$ cat config.mk
export PLATFORM = sky130hd
export DESIGN_NAME = prefetch_line_packer
export DESIGN_NICKNAME = d
export VERILOG_FILES = /design/src/rtl/prefetch_line_packer_pkg.sv /design/src/rtl/prefetch_line_align.sv /design/src/rtl/prefetch_line_packer.sv
export SDC_FILE = /design/constraint.sdc
export NUM_CORES = 1
export LEC_CHECK = 0
export BUFFER_PORTS_ARGS = -buffer_cell sky130_fd_sc_hd__buf_2
export CORE_ASPECT_RATIO = 1.1
export CORE_MARGIN = 1.5
export CORE_UTILIZATION = 45
export DETAILED_ROUTE_END_ITERATION = 12
export PLACE_DENSITY = 0.71
export SLEW_MARGIN = 10
export SYNTH_ARGS = -nofsm -noshare
export SYNTH_HDL_FRONTEND = slang
export SYNTH_SLANG_ARGS = --single-unit
$ cat constraint.sdc
create_clock -name clk -period 13 [get_ports clk]
set_input_delay 2.6 -clock clk [delete_from_list [all_inputs] [get_ports clk]]
set_output_delay 2.6 -clock clk [all_outputs]
set_load 0.005 [all_outputs]
$ cat src/rtl/prefetch_line_packer_pkg.sv
// Shared ao486 prefetch defines: state encoding, line geometry, FIFO threshold
// and the packed pair layout written into the prefetch FIFO.
package prefetch_line_packer_pkg;

    localparam int LINE_BYTES      = 16;
    localparam int HALF_BYTES      = 8;
    localparam int FIFO_HIGH_WATER = 13;

    localparam logic [1:0] PREFETCH_GP_FAULT = 2'd1;
    localparam logic [1:0] PREFETCH_PF_FAULT = 2'd2;

    typedef enum logic [1:0] {
        RUN        = 2'd0,
        LIMIT_PEND = 2'd1,
        STOP       = 2'd2
    } pf_state_t;

    typedef struct packed {
        logic [3:0]  len_hi;
        logic [63:0] data_hi;
        logic [3:0]  len_lo;
        logic [63:0] data_lo;
    } fifo_pair_t;

endpackage

$ cat src/rtl/prefetch_line_align.sv
// Combinational shift/mask/length unit: drops the bytes before the offset,
// keeps the first len bytes and splits them into the two FIFO halves.
module prefetch_line_align
    import prefetch_line_packer_pkg::*;
(
    input  logic [127:0] line_data,
    input  logic [3:0]   offset,
    input  logic [4:0]   len,
    output fifo_pair_t   pair
);

    logic [127:0] shifted;
    logic [127:0] masked;

    // NOTE: every variable written here gets a default first, so no path can
    // leave it unassigned and infer a latch.
    always_comb begin
        shifted = line_data >> {offset, 3'b000};
        masked  = '0;
        for (int k = 0; k < LINE_BYTES; k++) begin
            if (5'(k) < len) masked[8*k +: 8] = shifted[8*k +: 8];
        end
        pair.data_lo = masked[63:0];
        pair.data_hi = masked[127:64];
        pair.len_lo  = (len > 5'(HALF_BYTES)) ? 4'(HALF_BYTES) : len[3:0];
        pair.len_hi  = (len > 5'(HALF_BYTES)) ? 4'(len - 5'(HALF_BYTES)) : 4'd0;
    end

endmodule

$ cat src/rtl/prefetch_line_packer.sv
// Accepts fetched code lines, packs the wanted bytes into FIFO pairs and
// reports CS-limit and page faults as one-cycle strobes.
module prefetch_line_packer
    import prefetch_line_packer_pkg::*;
(
    input  logic         clk,
    input  logic         rst_n,
    input  logic         pr_reset,
    input  logic         line_valid,
    output logic         line_ready,
    input  logic [127:0] line_data,
    input  logic [3:0]   line_offset,
    input  logic [4:0]   line_limit_len,
    input  logic         pf_fault_do,
    input  logic [4:0]   prefetchfifo_used,
    output logic         prefetchfifo_write_do,
    output logic [135:0] prefetchfifo_write_data,
    output logic         prefetchfifo_signal_limit_do,
    output logic         prefetchfifo_signal_pf_do
);

    pf_state_t    state, state_next;
    logic         write_next, limit_next, pf_next;
    logic [135:0] data_next;

    logic [4:0]   sat_len, avail, n;
    logic         limit_hit, accept;
    fifo_pair_t   pair;

    always_comb begin
        sat_len   = (line_limit_len > 5'(LINE_BYTES)) ? 5'(LINE_BYTES) : line_limit_len;
        avail     = 5'(LINE_BYTES) - {1'b0, line_offset};
        limit_hit = sat_len < avail;
        n         = limit_hit ? sat_len : avail;
    end

    // Ready drops with rst_n directly so nothing is taken while in reset.
    assign line_ready = rst_n && (state == RUN) && !pr_reset && !pf_fault_do
                        && (prefetchfifo_used <= 5'(FIFO_HIGH_WATER));
    assign accept     = line_valid && line_ready;

    prefetch_line_align u_align (
        .line_data (line_data),
        .offset    (line_offset),
        .len       (n),
        .pair      (pair)
    );

    always_comb begin
        state_next = state;
        write_next = 1'b0;
        limit_next = 1'b0;
        pf_next    = 1'b0;
        data_next  = prefetchfifo_write_data;
        if (pr_reset) begin
            state_next = RUN;
        end else begin
            unique case (state)
                RUN: begin
                    if (pf_fault_do) begin
                        pf_next    = 1'b1;
                        state_next = STOP;
                    end else if (accept) begin
                        if (n != 5'd0) begin
                            write_next = 1'b1;
                            data_next  = pair;
                            state_next = limit_hit ? LIMIT_PEND : RUN;
                        end else begin
                            limit_next = 1'b1;
                            state_next = STOP;
                        end
                    end
                end
                // The last partial line was just written; the limit fault follows it.
                LIMIT_PEND: begin
                    limit_next = 1'b1;
                    state_next = STOP;
                end
                STOP:    state_next = STOP;
                default: state_next = RUN;
            endcase
        end
    end

    // NOTE: state and outputs use non-blocking assignments so every register
    // samples the values computed before this edge.
    always_ff @(posedge clk) begin
        if (!rst_n) begin
            state                        <= RUN;
            prefetchfifo_write_do        <= 1'b0;
            prefetchfifo_signal_limit_do <= 1'b0;
            prefetchfifo_signal_pf_do    <= 1'b0;
            prefetchfifo_write_data      <= '0;
        end else begin
            state                        <= state_next;
            prefetchfifo_write_do        <= write_next;
            prefetchfifo_signal_limit_do <= limit_next;
            prefetchfifo_signal_pf_do    <= pf_next;
            prefetchfifo_write_data      <= data_next;
        end
    end

endmodule
# After elaboration in Yosys (flattened, before gate mapping)
# Index checks and enable logic that the tools add are counted.
[classes]
addsub = 2
magnitude_cmp = 20
eq_ne = 3
shift = 1
muxes = 31
bitwise = 5
n_reduce_logical = 14
[ops]
columns = ["op", "count"]
rows = [
  ["8-bit two-way mux", 16],
  ["128-bit by 7-bit right shift with 128-bit output", 1],
  ["4-bit by 5-bit < comparator with 1-bit output (first input constant)", 8],
  ["3-bit by 5-bit < comparator with 1-bit output (first input constant)", 4],
  ["1-bit by 5-bit < comparator with 1-bit output (first input constant)", 2],
  ["2-bit by 5-bit < comparator with 1-bit output (first input constant)", 2],
  ["5-bit two-way mux", 2],
  ["4-bit two-way mux", 2],
  ["1-bit two-way mux", 6],
  ["2-bit two-way mux", 3],
  ["5-bit by 4-bit > comparator with 1-bit output (second input constant)", 1],
  ["5-bit > comparator (second input constant)", 1],
  ["5-bit by 4-bit less-or-equal comparator with 1-bit output (second input constant)", 1],
  ["1-bit logical AND", 5],
  ["5-bit < comparator", 1],
  ["1-bit inverter", 5],
  ["5-bit AND reduction", 1],
  ["5-bit nonzero test", 1],
  ["5-bit OR reduction", 1],
  ["5-bit by 4-bit subtractor with 5-bit output (first input constant)", 1],
  ["2-bit case mux with 2 select lines", 1],
  ["2-bit OR reduction", 2],
  ["4-bit subtractor (second input constant)", 1],
  ["3-bit != test (second input constant)", 1],
  ["other kinds (6)", 7],
]
[word_totals]
regBits = 141
inputBits = 147
output_inout_bits = 140
wordCells = 81

# Depth between registers and ports, before layout
[logic_depth]
word_depth = 9
mapped_depth = 19
ltp_nobuf = 13

# Hierarchy
# Synthesis repeated with hierarchy kept, for this count alone.
[hier_totals]
cells_unflattened = 1364
area_unflattened_um2 = 11307.1
[modules_own_cells]
columns = ["module", "n_inst", "cells_each", "area_per_inst_um2", "seq_area_each_um2"]
rows = [
  ["prefetch_line_packer", 1, 655, 6082.1, 2822.7],
  ["prefetch_line_align", 1, 709, 5225.0, 0.0],
]

# Worst setup path before layout
# No wires, ideal clock.
[synth_path]
path_kind = "input -> register"
start = "in line_offset[1]"
end = "reg prefetchfifo_write_data[107]"
setup_time_ns = 0.136
t_arrival_ns = 5.787
required_time_ns = 12.864
path_slack_ns = 7.077
cell_stages = 18
n_path_buf = 6
cell_sequence = "buf_2 clkinv_1 clkbuf_1 clkbuf_1 ha_1 nand2b_1 nand2_1 ha_1 a21oi_1 o21a_1 nand3_2 and2_1 buf_6 a31o_4 and2_1 buf_4 buf_4 o2bb2ai_1"
[synth_via]
elab_chain_len = 5
elab_cells_between_ends = 8
classes_between = "add/sub (1); order compare (2); shift (1); mux (2); reduce/logical (2)"
[synth_rtl]
columns = ["element", "line", "text"]
rows = [
  ["start, declared", "prefetch_line_packer.sv:12", "input logic [3:0] line_offset,"],
  ["5-bit by 4-bit subtractor with 5-bit output", "prefetch_line_packer.sv:32", "avail = 5'(LINE_BYTES) - {1'b0, line_offset};"],
  ["5-bit < comparator", "prefetch_line_packer.sv:33", "limit_hit = sat_len < avail;"],
  ["5-bit two-way mux", "prefetch_line_packer.sv:34", "n = limit_hit ? sat_len : avail;"],
  ["4-bit by 5-bit < comparator with 1-bit output / 5-bit nonzero test (equally long branches)", "prefetch_line_align.sv:21, prefetch_line_packer.sv:64", ""],
  ["8-bit two-way mux / 5-bit AND reduction (equally long branches)", "-", ""],
  ["end signal, assigned", "prefetch_line_packer.sv:99", "prefetchfifo_write_data <= data_next;"],
  ["end, declared", "prefetch_line_packer.sv:17", "output logic [135:0] prefetchfifo_write_data,"],
]
# Parallel ways exist; a longest one is shown, timed or not.
# A chain may end at the register's enable or synchronous reset.

# Worst setup path in the final report
[layout_path]
start = "in line_offset[1]"
end = "reg prefetchfifo_write_data[91]"
# Same word-level chain as after synthesis.

==> impl_results.md <==
* Status: complete, no violations
* Post-synth ARST share at 0%
* DRT Pass-1 Iters at 6
* Non-Filler Instances at 1674
* DIE AREA at 22540 um^2
* Measured slew at the worst slew-check pin at 1.208 ns
* WP data required at 13.34 ns
* Num rows at 56
* Largest area contributor in the netlist: dfxtp_1
* Largest net degree at the start of global routing at 97
* Die height at 157.3 um
* Slew HR at 18.93%
* Crit start category: input port
* Synth cell count leaders: 141 x dfxtp_1, 103 x a21oi_1, 89 x mux2i_1, 89 x nand2_1, 80 x nor2_1
* CTS sink count at 141
* Setup violators final at 0
* CTS Buf Count at 17
* Resize count post-CTS at 0
* Mapped Avg Cell Area at 8.392 um^2
* I/O Pins at 287
* Via count at 10260
* Final HPWL DP at 28500 um
* Clk_lat worst skew at 0.44 ns
* Final ANT Viol Nets at 0
* Ys flop type: dfxtp_1
* Clock skew at 0.008585 ns
* Max VDD drop at 89.13 uV
* Design Area, Final at 11720 um^2
* CTS root buf: clkbuf_16
* FF-to-FF path depth at 10
* DRT Wirelength at 38140 um
* Initial antenna violation count at 10
* Synthesized net count at 1316
* Core ar. at 21300 um^2
* Register bit total from synthesis at 141
* Leakage power at 0.005105 uW
* R2R Path End: prefetchfifo_write_data[91]$_SDFFE_PN0P_
* Reg2reg start: state[0]$_SDFFE_PP0P_
* RSZ-0062 raised after global routing: no
* Share of the yosys chip area belonging to registers at 28.97%
* Hold Crit Class: flip-flop to flip-flop
* Synth warnings at 0
* Fmax at 122.2 MHz
* Hold_buf cts at 0
* MaxCap Viol Count at 0
* Worst Setup SP: line_offset[1]
* TritonCTS clock tree: done
* Setup TNS Final at 0 ns
* WS Path Type: input port to flip-flop
* Mapped Area at 9743 um^2
* Period minus WS final at 8.186 ns
* Effective utilization at floorplan at 45.74%
* GRT overflow at 0
* Final Cycle Share at 62.97%
* Critical Path AT at 8.52 ns
* Placed insts at 1634
* Drt wl/cell at 22.78 um
* RD Place Congestion at 0.9754
* Final number of max-transition violations at 0
* Die Wd at 143.3 um
* Nets at 1518
* Area contributors post-synth: dfxtp_1 29%, mux2i_1 9.1%, mux4_2 6.5%, a21oi_1 5.3%, nand2_1 3.4%
* Crit end category: flip-flop
* DR DRC count at 0
* First-pass GRT wire length at 55700 um
* Port bufs at 285
* PwrDens at 104.2 nW/um^2
* Number of global-route vias before repair at 9218
* Initial DRC Count at 1317
* Worst-path clk slew at 0.07 ns
* Post-CTS setup buffer count at 0
* Syn Inst Count at 1161
* Total power at 1221 uW
* Clock buffer depth at 2
* Netlist cell types at 62
* Area grow syn2layout at 20.28%
* # H-tree levels at 4
* Hold Vio Cnt, Final at 0
* Count leader, synth: dfxtp_1
* Number of synthesized flops with an enable pin at 0
* Finished Core Util at 55.02%
* Share of layout cells above drive strength 1 at 29.14%
* Crit-path max FO at 96
* Fillers at 2094
* Crit path to: prefetchfifo_write_data[91]$_SDFFE_PN0P_
* Flop2flop setup slack at 9.11 ns
* All-layer global routing usage at 33.20%
* Via/cell ratio at 6.131
* Placed cell area at 11100 um^2
* Post-synth top area share at 28.97%
[power breakdown]
group | total (uW) | internal (uW) | switching (uW) | leakage (uW)
Sequential | 438 | 435 | 2.14 | 0.00114
Clock | 505 | 292 | 213 | 0.000287
Combinational | 278 | 102 | 176 | 0.00368
[cell families (layout without fill, tap and decap cells)]
group | after synthesis | after routing | synth area share [%]
xor+xnor | 1 | 1 | 0.08991
other cells | 0 | 8 | 0
buf+inv | 130 | 345 | 5.997
simple gates | 352 | 352 | 17.55
flops | 141 | 141 | 28.97
mux | 144 | 144 | 18.74
fa+ha+maj | 8 | 8 | 1.027
compound gates | 385 | 385 | 27.62
[through the flow]
stage | hold slack, ns | worst slack (ns)
floorplan | 0.4471 | 7.077
global placement | 0.4361 | 4.381
detailed placement | 0.4417 | 4.475
CTS | 0.4515 | 4.924
global route | 0.4661 | 4.407
finish | 0.4494 | 4.814
[sequential cells by signal, summed over array words and instances, names as in the netlist]
signal and count:
prefetchfifo_write_do 1, state 2, prefetchfifo_signal_pf_do 1, prefetchfifo_signal_limit_do 1, prefetchfifo_write_data 136
[layer usage]
| metal | up-vias | share of wire (%) | global-route usage (%) |
|---|---|---|---|
| met1 | 4786 | 40 | 43.06 |
| met2 | 612 | 45 | 52.50 |
| met3 | 89 | 11 | 8.731 |
| li1 | 4770 | - | - |
| met5 | - | 0.089 | 0 |
| met4 | 6 | 3.9 | 13.17 |
[critical path: stages]
cell and delay [ns]:
buf_4 0.53, clkinv_1 0.14, buf_4 0.36, ha_1 0.32, nand2b_1 0.17, nand2_1 0.13, ha_1 0.26, a21oi_1 0.20
o21a_1 0.32, nand2_1 0.20, o41ai_4 0.76, a31o_4 0.63, buf_4 0.82, inv_2 0.52, and3_1 0.33, a32o_1 0.20
[cell type report]
cell class                      instances  area, um^2  area share [%]
Antenna cell                            8       20.02          0.1708
Tap cell                              290       362.8           3.096
Inverter                               17       63.81          0.5445
Timing Repair Buffer                  296        1518           12.95
Sequential cell                       141        2823           24.09
Clock inverter                         13       152.6           1.303
Clock buffer                           19       442.9           3.780
Multi-Input combinational cell        890        6336           54.07
[cells in the final DEF, fill, tap and decap left out, types with 3 or more instances in the layout]
cell and count:
nor3b_1 8, o31a_1 9, dfxtp_1 141, nand2b_1 3, a211oi_1 40, nand3_1 62
o21ai_1 4, a2bb2oi_1 8, a22o_1 25, a21boi_0 19, o22ai_1 16, a211o_1 8
mux2i_1 89, and2_1 24, a21oi_1 103, buf_2 283, clkinv_1 3, buf_4 12
o2bb2ai_1 24, a31o_2 9, clkbuf_16 17, o31ai_1 26, o21ai_0 44, nor3_1 22
nor2b_1 39, a2111o_1 8, ha_1 8, inv_1 13, mux2_2 27, nor2_1 80
a32o_1 8, diode_2 8, nand2_1 89, and3_1 11, a22oi_1 9, mux4_2 28
inv_6 5, a21boi_1 9
[how the worst min path moves through the flow]
stage                                              start                                         to  slack, ns  depth (start not counted)
6_report        prefetchfifo_write_data[29]$_SDFFE_PN0P_   prefetchfifo_write_data[29]$_SDFFE_PN0P_       0.45                          2
5_1_grt        prefetchfifo_write_data[128]$_SDFFE_PN0P_  prefetchfifo_write_data[128]$_SDFFE_PN0P_       0.47                          2
4_1_cts         prefetchfifo_write_data[31]$_SDFFE_PN0P_   prefetchfifo_write_data[31]$_SDFFE_PN0P_       0.45                          2
3_5_place_dp    prefetchfifo_write_data[70]$_SDFFE_PN0P_   prefetchfifo_write_data[70]$_SDFFE_PN0P_       0.44                          1
3_3_place_gp    prefetchfifo_write_data[30]$_SDFFE_PN0P_   prefetchfifo_write_data[30]$_SDFFE_PN0P_       0.44                          2
2_1_floorplan   prefetchfifo_write_data[28]$_SDFFE_PN0P_   prefetchfifo_write_data[28]$_SDFFE_PN0P_       0.45                          2
No activity file was read; power rests on OpenSTA's default activity.
